File: config.mk
export PLATFORM = sky130hd
export DESIGN_NAME = pipeline_hazard_ctrl
export DESIGN_NICKNAME = d
export VERILOG_FILES = /design/src/rtl/pipeline_hazard_ctrl.sv
export SDC_FILE = /design/constraint.sdc
export NUM_CORES = 1
export LEC_CHECK = 0
export ABC_CLOCK_PERIOD_IN_PS = 1970
export BUFFER_PORTS_ARGS = -buffer_cell sky130_fd_sc_hd__buf_2
export CORE_MARGIN = 1
export CORE_UTILIZATION = 48
export DETAILED_ROUTE_END_ITERATION = 8
export MAX_ROUTING_LAYER = met4
export PLACE_DENSITY = 0.77
export SLEW_MARGIN = 20
export SYNTH_ARGS = -nofsm -noshare
export SYNTH_HDL_FRONTEND = slang
export SYNTH_SLANG_ARGS = --single-unit
File: constraint.sdc
create_clock -name clk_i -period 1.97 [get_ports clk_i]
set_input_delay 0.0985 -clock clk_i [delete_from_list [all_inputs] [get_ports clk_i]]
set_output_delay 0.0985 -clock clk_i [all_outputs]
set_load 0.05 [all_outputs]
File: src/rtl/pipeline_hazard_ctrl.sv
`default_nettype none
// ============================================================================
// Module : pipeline_hazard_ctrl
// Desc   : Stall/flush scheduler for a 5-stage pipeline. Handles load-use
//          hazards, EX redirects, IF/MEM wait states and debug halt drain.
// Rev    : 1.0
// ============================================================================
module pipeline_hazard_ctrl #(
  parameter int DRAIN_CYCLES = 4,
  parameter int TIMEOUT      = 255,
  parameter int CNT_W        = 32
) (
  input  logic             clk_i,
  input  logic             n_rst,
  input  logic [4:0]       id_rs1_i,
  input  logic [4:0]       id_rs2_i,
  input  logic             id_rs1_used_i,
  input  logic             id_rs2_used_i,
  input  logic [4:0]       ex_rd_i,
  input  logic             ex_memread_en_i,
  input  logic             ex_redirect_i,
  input  logic             imem_ready_i,
  input  logic             mem_req_i,
  input  logic             mem_ack_i,
  input  logic             halt_req_i,
  input  logic             resume_i,
  output logic             pc_stall_o,
  output logic             if_id_stall_o,
  output logic             if_id_flush_o,
  output logic             id_ex_stall_o,
  output logic             id_ex_flush_o,
  output logic             ex_mem_stall_o,
  output logic             mem_wb_flush_o,
  output logic             halted_o,
  output logic             mem_timeout_o,
  output logic [1:0]       state_o,
  output logic [CNT_W-1:0] stall_cnt_o
);

  localparam int WAIT_W  = (TIMEOUT > 0) ? $clog2(TIMEOUT + 1) : 1;
  localparam int DRAIN_W = (DRAIN_CYCLES > 0) ? $clog2(DRAIN_CYCLES + 1) : 1;

  localparam logic [WAIT_W-1:0]  c_timeout    = WAIT_W'(TIMEOUT);
  localparam logic [DRAIN_W-1:0] c_drain_init = DRAIN_W'(DRAIN_CYCLES);
  localparam logic [DRAIN_W-1:0] c_drain_last = DRAIN_W'(1);

  localparam logic [1:0] c_st_run      = 2'd0;
  localparam logic [1:0] c_st_mem_wait = 2'd1;
  localparam logic [1:0] c_st_drain    = 2'd2;
  localparam logic [1:0] c_st_halted   = 2'd3;

  logic [1:0]       state_q, state_d;
  logic [1:0]       ret_state_q, ret_state_d;
  logic [WAIT_W-1:0]  wait_cnt_q, wait_cnt_d;
  logic [DRAIN_W-1:0] drain_cnt_q, drain_cnt_d;
  logic             timeout_q, timeout_d;
  logic [CNT_W-1:0] stall_cnt_q, stall_cnt_d;

  logic w_mem_hold;
  logic w_load_use;
  logic w_rs1_hit;
  logic w_rs2_hit;

  assign w_mem_hold = mem_req_i & ~mem_ack_i;
  assign w_rs1_hit  = id_rs1_used_i & (id_rs1_i == ex_rd_i);
  assign w_rs2_hit  = id_rs2_used_i & (id_rs2_i == ex_rd_i);
  assign w_load_use = ex_memread_en_i & (ex_rd_i != 5'd0) & (w_rs1_hit | w_rs2_hit);

  // Priority chain: memory hold, redirect, load-use, drain/halt bubble, fetch wait.
  always_comb begin
    pc_stall_o     = 1'b0;
    if_id_stall_o  = 1'b0;
    if_id_flush_o  = 1'b0;
    id_ex_stall_o  = 1'b0;
    id_ex_flush_o  = 1'b0;
    ex_mem_stall_o = 1'b0;
    mem_wb_flush_o = 1'b0;
    if (w_mem_hold && (state_q != c_st_halted)) begin
      pc_stall_o     = 1'b1;
      if_id_stall_o  = 1'b1;
      id_ex_stall_o  = 1'b1;
      ex_mem_stall_o = 1'b1;
      mem_wb_flush_o = 1'b1;
    end else if (ex_redirect_i) begin
      if_id_flush_o = 1'b1;
      id_ex_flush_o = 1'b1;
    end else if (w_load_use && ((state_q == c_st_run) || (state_q == c_st_drain))) begin
      pc_stall_o    = 1'b1;
      if_id_stall_o = 1'b1;
      id_ex_flush_o = 1'b1;
    end else if ((state_q == c_st_drain) || (state_q == c_st_halted)) begin
      pc_stall_o    = 1'b1;
      if_id_flush_o = 1'b1;
    end else if ((state_q == c_st_run) && !imem_ready_i) begin
      pc_stall_o    = 1'b1;
      if_id_flush_o = 1'b1;
    end
  end

  always_comb begin
    state_d     = state_q;
    ret_state_d = ret_state_q;
    wait_cnt_d  = wait_cnt_q;
    drain_cnt_d = drain_cnt_q;
    timeout_d   = timeout_q;
    case (state_q)
      c_st_run: begin
        if (w_mem_hold) begin
          state_d     = c_st_mem_wait;
          ret_state_d = c_st_run;
        end else if (halt_req_i) begin
          state_d     = c_st_drain;
          drain_cnt_d = c_drain_init;
        end
      end
      c_st_mem_wait: begin
        if (wait_cnt_q == c_timeout) begin
          timeout_d = 1'b1;
        end
        if (mem_ack_i) begin
          state_d    = ret_state_q;
          wait_cnt_d = '0;
        end else if (wait_cnt_q != c_timeout) begin
          wait_cnt_d = wait_cnt_q + 1'b1;
        end
      end
      c_st_drain: begin
        // The drain counter only advances on cycles the pipeline actually moves.
        if (w_mem_hold) begin
          state_d     = c_st_mem_wait;
          ret_state_d = c_st_drain;
        end else if (!w_load_use) begin
          if (drain_cnt_q <= c_drain_last) begin
            state_d     = c_st_halted;
            drain_cnt_d = '0;
          end else begin
            drain_cnt_d = drain_cnt_q - 1'b1;
          end
        end
      end
      c_st_halted: begin
        if (resume_i) begin
          state_d = c_st_run;
        end
      end
      default: begin
        state_d = c_st_run;
      end
    endcase
  end

  always_comb begin
    stall_cnt_d = stall_cnt_q;
    if (pc_stall_o && (state_q != c_st_halted)) begin
      stall_cnt_d = stall_cnt_q + 1'b1;
    end
  end

  always_ff @(posedge clk_i or negedge n_rst) begin
    if (!n_rst) begin
      state_q     <= c_st_run;
      ret_state_q <= c_st_run;
      wait_cnt_q  <= '0;
      drain_cnt_q <= '0;
      timeout_q   <= 1'b0;
      stall_cnt_q <= '0;
    end else begin
      state_q     <= state_d;
      ret_state_q <= ret_state_d;
      wait_cnt_q  <= wait_cnt_d;
      drain_cnt_q <= drain_cnt_d;
      timeout_q   <= timeout_d;
      stall_cnt_q <= stall_cnt_d;
    end
  end

  assign state_o       = state_q;
  assign halted_o      = (state_q == c_st_halted);
  assign mem_timeout_o = timeout_q;
  assign stall_cnt_o   = stall_cnt_q;

endmodule
`default_nettype wire

=== After elaboration in Yosys (flattened, before gate mapping) ===
Cells that the tools add are included.
W data, S select, Z words.

* Memories kept: 0
* Logic and storage cells: 85
* Flip-flop bits (word level): 48
* Bits in read-only memories: 0
* Bits in writable memories: 0
* Latch bits: 0
* Output and inout bits: 43
* Input bits: 26

* Shift-type cells: 0
* Reductions and logical operators: 16
* Multiply operators: 0
* Multiplexer cells: 33
* $add $sub $neg: 3
* Bitwise gates (word level): 7
* Equality and inequality tests: 19
* $lt $le $gt $ge: 1
* Div/mod/pow operators: 0

{| class="wikitable"
|+ Operator list
! operator !! number
|-
| $add A32 B1 Y32 const B || 1
|-
| $mux W2 || 9
|-
| $ne A2 B2 Y1 const B || 9
|-
| $mux W8 || 2
|-
| $mux W3 || 5
|-
| $mux W1 || 14
|-
| $eq A5 B5 Y1 || 2
|-
| $reduce_and A5 Y1 || 2
|-
| $add A8 B1 Y8 const B || 1
|-
| $eq A8 B8 Y1 const B || 1
|-
| $ne A8 B8 Y1 const B || 1
|-
| $pmux W2 S4 || 1
|-
| $ne A3 B3 Y1 const B || 2
|-
| $pmux W3 S2 || 1
|-
| $and A1 B1 Y1 || 5
|-
| $reduce_bool A5 Y1 || 1
|-
| $eq A2 B2 Y1 const B || 2
|-
| $logic_and A1 B1 Y1 || 4
|-
| $pmux W2 S2 || 1
|-
| $reduce_and A2 Y1 || 2
|-
| $reduce_bool A2 Y1 || 2
|-
| $le A3 B1 Y1 const B || 1
|-
| $ne A3 B2 Y1 const B || 1
|-
| $reduce_and A3 Y1 || 1
|-
| 7 further kinds || 8
|}

=== Longest topological paths before layout ===
* Depth in word-level cells: 9
* Mapped depth: 7

=== Worst setup path before layout ===
No wires, ideal clock.

* Path type: reg-to-output
* From: register state_q[1] (netlist: state_o[1])
* To: output port if_id_flush_o
* Stages on the path, launching flop included: 6
* Path buffers: 1
* Path slack: -838 ps
* Arrival: 2710 ps
* Cell sequence: dfrtp_1 clkbuf_1 nand2_1 inv_1 nor2_1 a21oi_1

* Elaborated cells on any way between the ends: 14
* Classes of those cells: eq/ne (3); mux (5); reduce/logical (6)

{| class="wikitable"
|+ RTL lines
! item !! RTL line !! text
|-
| start, declared || 52 || <nowiki>logic [1:0] state_q, state_d;</nowiki>
|-
| start signal, assigned || 161 || <nowiki>state_q <= c_st_run;</nowiki>
|-
| start signal, assigned || 168 || <nowiki>state_q <= state_d;</nowiki>
|-
| $eq A2 B2 Y1 || n/a ||
|-
| named net halted_o || 34 || <nowiki>output logic halted_o,</nowiki>
|-
| $logic_or A1 B1 Y1 || 91 || <nowiki>end else if ((state_q == c_st_drain) || (state_q == c_st_halted)) begin</nowiki>
|-
| $mux W1 || 91 ||
|-
| $mux W1 || 87 || <nowiki>end else if (w_load_use && ((state_q == c_st_run) || (state_q == c_st_drain))) begin</nowiki>
|-
| $mux W1 || 84 || <nowiki>end else if (ex_redirect_i) begin</nowiki>
|-
| $mux W1 || 78 || <nowiki>if (w_mem_hold && (state_q != c_st_halted)) begin</nowiki>
|-
| end, declared || 29 || <nowiki>output logic if_id_flush_o,</nowiki>
|}

The timed path passes the listed nets, and every way through them passes these cells.

=== Final worst setup path ===
* From: register stall_cnt_q[22] (netlist: stall_cnt_o[22])
* To: register stall_cnt_q[31] (netlist: stall_cnt_o[31])

* Word-level cells in the longest chain between the ends: 1

{| class="wikitable"
|+ RTL lines
! item !! RTL line !! text
|-
| start, declared || 57 || <nowiki>logic [CNT_W-1:0] stall_cnt_q, stall_cnt_d;</nowiki>
|-
| start signal, assigned || 173 || <nowiki>stall_cnt_q <= stall_cnt_d;</nowiki>
|-
| $add A32 B1 Y32 || 155 || <nowiki>stall_cnt_d = stall_cnt_q + 1'b1;</nowiki>
|}

Every way passes these cells.
A chain may end at the register's enable or synchronous reset.

==> impl_metrics.yaml <==
detailed_routing:
  avgViaCountPerCell: 5.33
  wirelength_mm: 5.41
  drc_errors: 0
  first_iter_violations: 137
  first_pass_iters: 4
  vias: 2182
  wl_per_cell_um: 13.2
  drtAntennaViolNets: 0
synthesis:
  synth-main-ff-cell: "dfrtp_1"
  ys_warn_count: 0
  synthCells: 260
  synth_top_cell_by_area: "dfrtp_1"
  synth_edf_count: 0
  synth.area.top_cells: "dfrtp_1 (45%), xor2_1 (10%), xnor2_1 (5.7%), nor4_1 (3.8%), nor2_1 (3.2%)"
  yosysUniqueCellTypes: 43
  synth.avg_cell_area_sq_um: 10.0
  synth_top_area_share_pct: 45.1
  async_reset_ff_share_pct: 100
  yosysSeqAreaShare_pct: 45.1
  syn-cell-area_sq_mm: 0.00261
  synth_nets: 290
  ys_seq_elements: 47
placement:
  port_buffers: 68
  placed_area_sq_mm: 0.00316
  dp_hpwl_mm: 3.91
  dp.cells: 398
  gp_routability_congestion: 0.849
cells_and_area:
  final_cell_mix: "buf_2 (68), xor2_1 (30), dfrtp_1 (29)"
  layout_commonest_cell: "buf_2"
  design_area_sq_mm: 0.00331
  layoutNonFillerInstCount: 409
  nets: 368
  drive_gt1_share_pct: 37.8
  antennaDiodeCount: 0
  area_growth_pct: 27.0
die:
  placement_rows: 26
  dieArea_sq_mm: 0.00573
  fp.dieH_um: 75.7
  initial_utilization_pct: 50.4
  die_w_um: 75.7
  pin_count: 69
  core_area_sq_mm: 0.00517
timing:
  hold_ws_ns: 0.0296
  finalSetupViolCount: 0
  period_share_pct: 94.8
  fmax_mhz: 536
  post-route-min-period_ns: 1.87
  worst_slew_margin_rel_pct: 61.9
  slew_viol_final: 0
  final_hold_viol_count: 0
  skew_ns: 0.0124
  tightest_slew_ns: 0.571
power:
  p_leak_nw: 1.60
  vdd_drop_max_mv: 0.927
  powerDensity_mw_per_mm2: 1230
  power_mw: 4.06
critical_path:
  criticalPathCategory: "register to register"
  crit_fanout: 5
  crit_start: "stall_cnt_o[22]"
  required_ns: 2.21
  r2r_end: "stall_cnt_o[31]"
  cp.arrival_ns: 2.11
  reg2reg_from: "stall_cnt_o[22]"
  endpoint_kind: "register"
  startpoint_type: "register"
  r2r_setup_slack_ns: 0.10
  reg2reg_depth: 6
  crit_end: "stall_cnt_o[31]"
clocking:
  clock-sinks: 47
  clkTransAtPathRegs_ns: 0.10
  tritoncts: "yes"
  numCtsBuffers: 5
  clockBufferDepth: 2
  h-tree-depth: 2
  root_buffer: "clkbuf_8"
  clkLatencyLatePin_ns: 0.31
hold_path:
  hold_path.class: "input port to register"
global_route:
  grt_max_degree: 48
  antenna_found_initial: 0
  grt_pass1_vias: 1982
  grt_use_total_pct: 20.3
  grt_first_pass_wirelength_mm: 8.54
  grt_overflow: 0
flow_run:
  maxCapViolCount: 0
outcome:
  status: "finished, final reports clean"
==> layout make-up <==
cell class | instances | area [sq um]
tap | 70 | 87.6
clock buffer | 5 | 68.8
fill | 410 | 1860
timing repair buffer | 80 | 458
multi-input combinational | 192 | 1400
inverter | 12 | 48.8
sequential | 47 | 1200
clock inverter | 3 | 46.3
==> where the power goes <==
group          switching, mW  total [mW]  internal (mW)
sequential             0.217        1.38           1.16
combinational           1.32        1.96          0.638
clock                  0.341       0.723          0.382
total                   1.88        4.06           2.18
==> per-stage QoR <==
stage / setup slack, ns / setup TNS, ns / utilization [%]
after floorplan: -0.0817 / -0.0817 / -
after global placement: 0.130 / 0 / 61.0
after detailed placement: 0.112 / 0 / 61.0
after CTS: 0.0914 / 0 / 63.4
after global routing: -0.00619 / -0.00619 / 64.0
final: 0.103 / 0 / 64.0
==> routing by layer <==
metal	part of all wire, %	track usage [%]
met3	4.8	4.10
met2	50	33.4
met5	0	-
met1	44	24.3
met4	1.4	8.44
==> repair_timing <==
action,CTS,global route
gates resized for setup,0,4
setup endpoints to repair,0,3
hold endpoints to repair,47,0
hold buffers,1,0
buffers inserted,0,2
==> worst min path at each step <==
stage,end,startpoint,cells after the start,slack (ns)
floorplan,drain_cnt_q[0],n_rst,0,-0.20
global placement,state_o[0],n_rst,2,0.23
detailed placement,state_o[1],n_rst,2,0.23
CTS,wait_cnt_q[0],mem_ack_i,2,0.02
global route,wait_cnt_q[1],mem_ack_i,2,0.04
finish,wait_cnt_q[0],mem_ack_i,2,0.03
==> cell usage after synthesis (3+ instances only) <==
library cell and number:
clkbuf_1 4, and3_1 5, mux2_2 4, nand3_1 10, nor3_1 7, inv_1 12
o21ai_0 7, dfrtp_1 47, buf_2 3, nor4b_1 3, xnor2_1 17, nand4_1 8
xor2_1 30, ha_1 4, a21oi_1 3, nand2b_1 5, nand2_1 21, nor2_1 22
nor4_1 16
==> critical path, stage by stage, from the launching register on <==
cell and delay, ns:
dfrtp_2 0.41, and3_4 0.20, and3_4 0.20, nand4_1 0.13, or3_4 0.42, nor4b_4 0.28
xor2_1 0.16
==> state kept, by name (all words and copies together), names as in the netlist <==
signal         flops
ret_state_q        1
mem_timeout_o      1
state_o            2
stall_cnt_o       32
wait_cnt_q         8
drain_cnt_q        3
==> kinds of logic after synthesis <==
| kind of cell | count (synthesis) | synth area share [%] |
|---|---|---|
| and+or+nand+nor | 110 | 24.6 |
| xor gates and xnor gates | 47 | 15.8 |
| DFF | 47 | 45.1 |
| AOI/OAI and AO/OA | 25 | 6.71 |
| buffers and inverters | 21 | 3.45 |
| muxes | 6 | 2.49 |
| adders and majority gates | 4 | 1.92 |
Power figures use the tool's default switching activity.
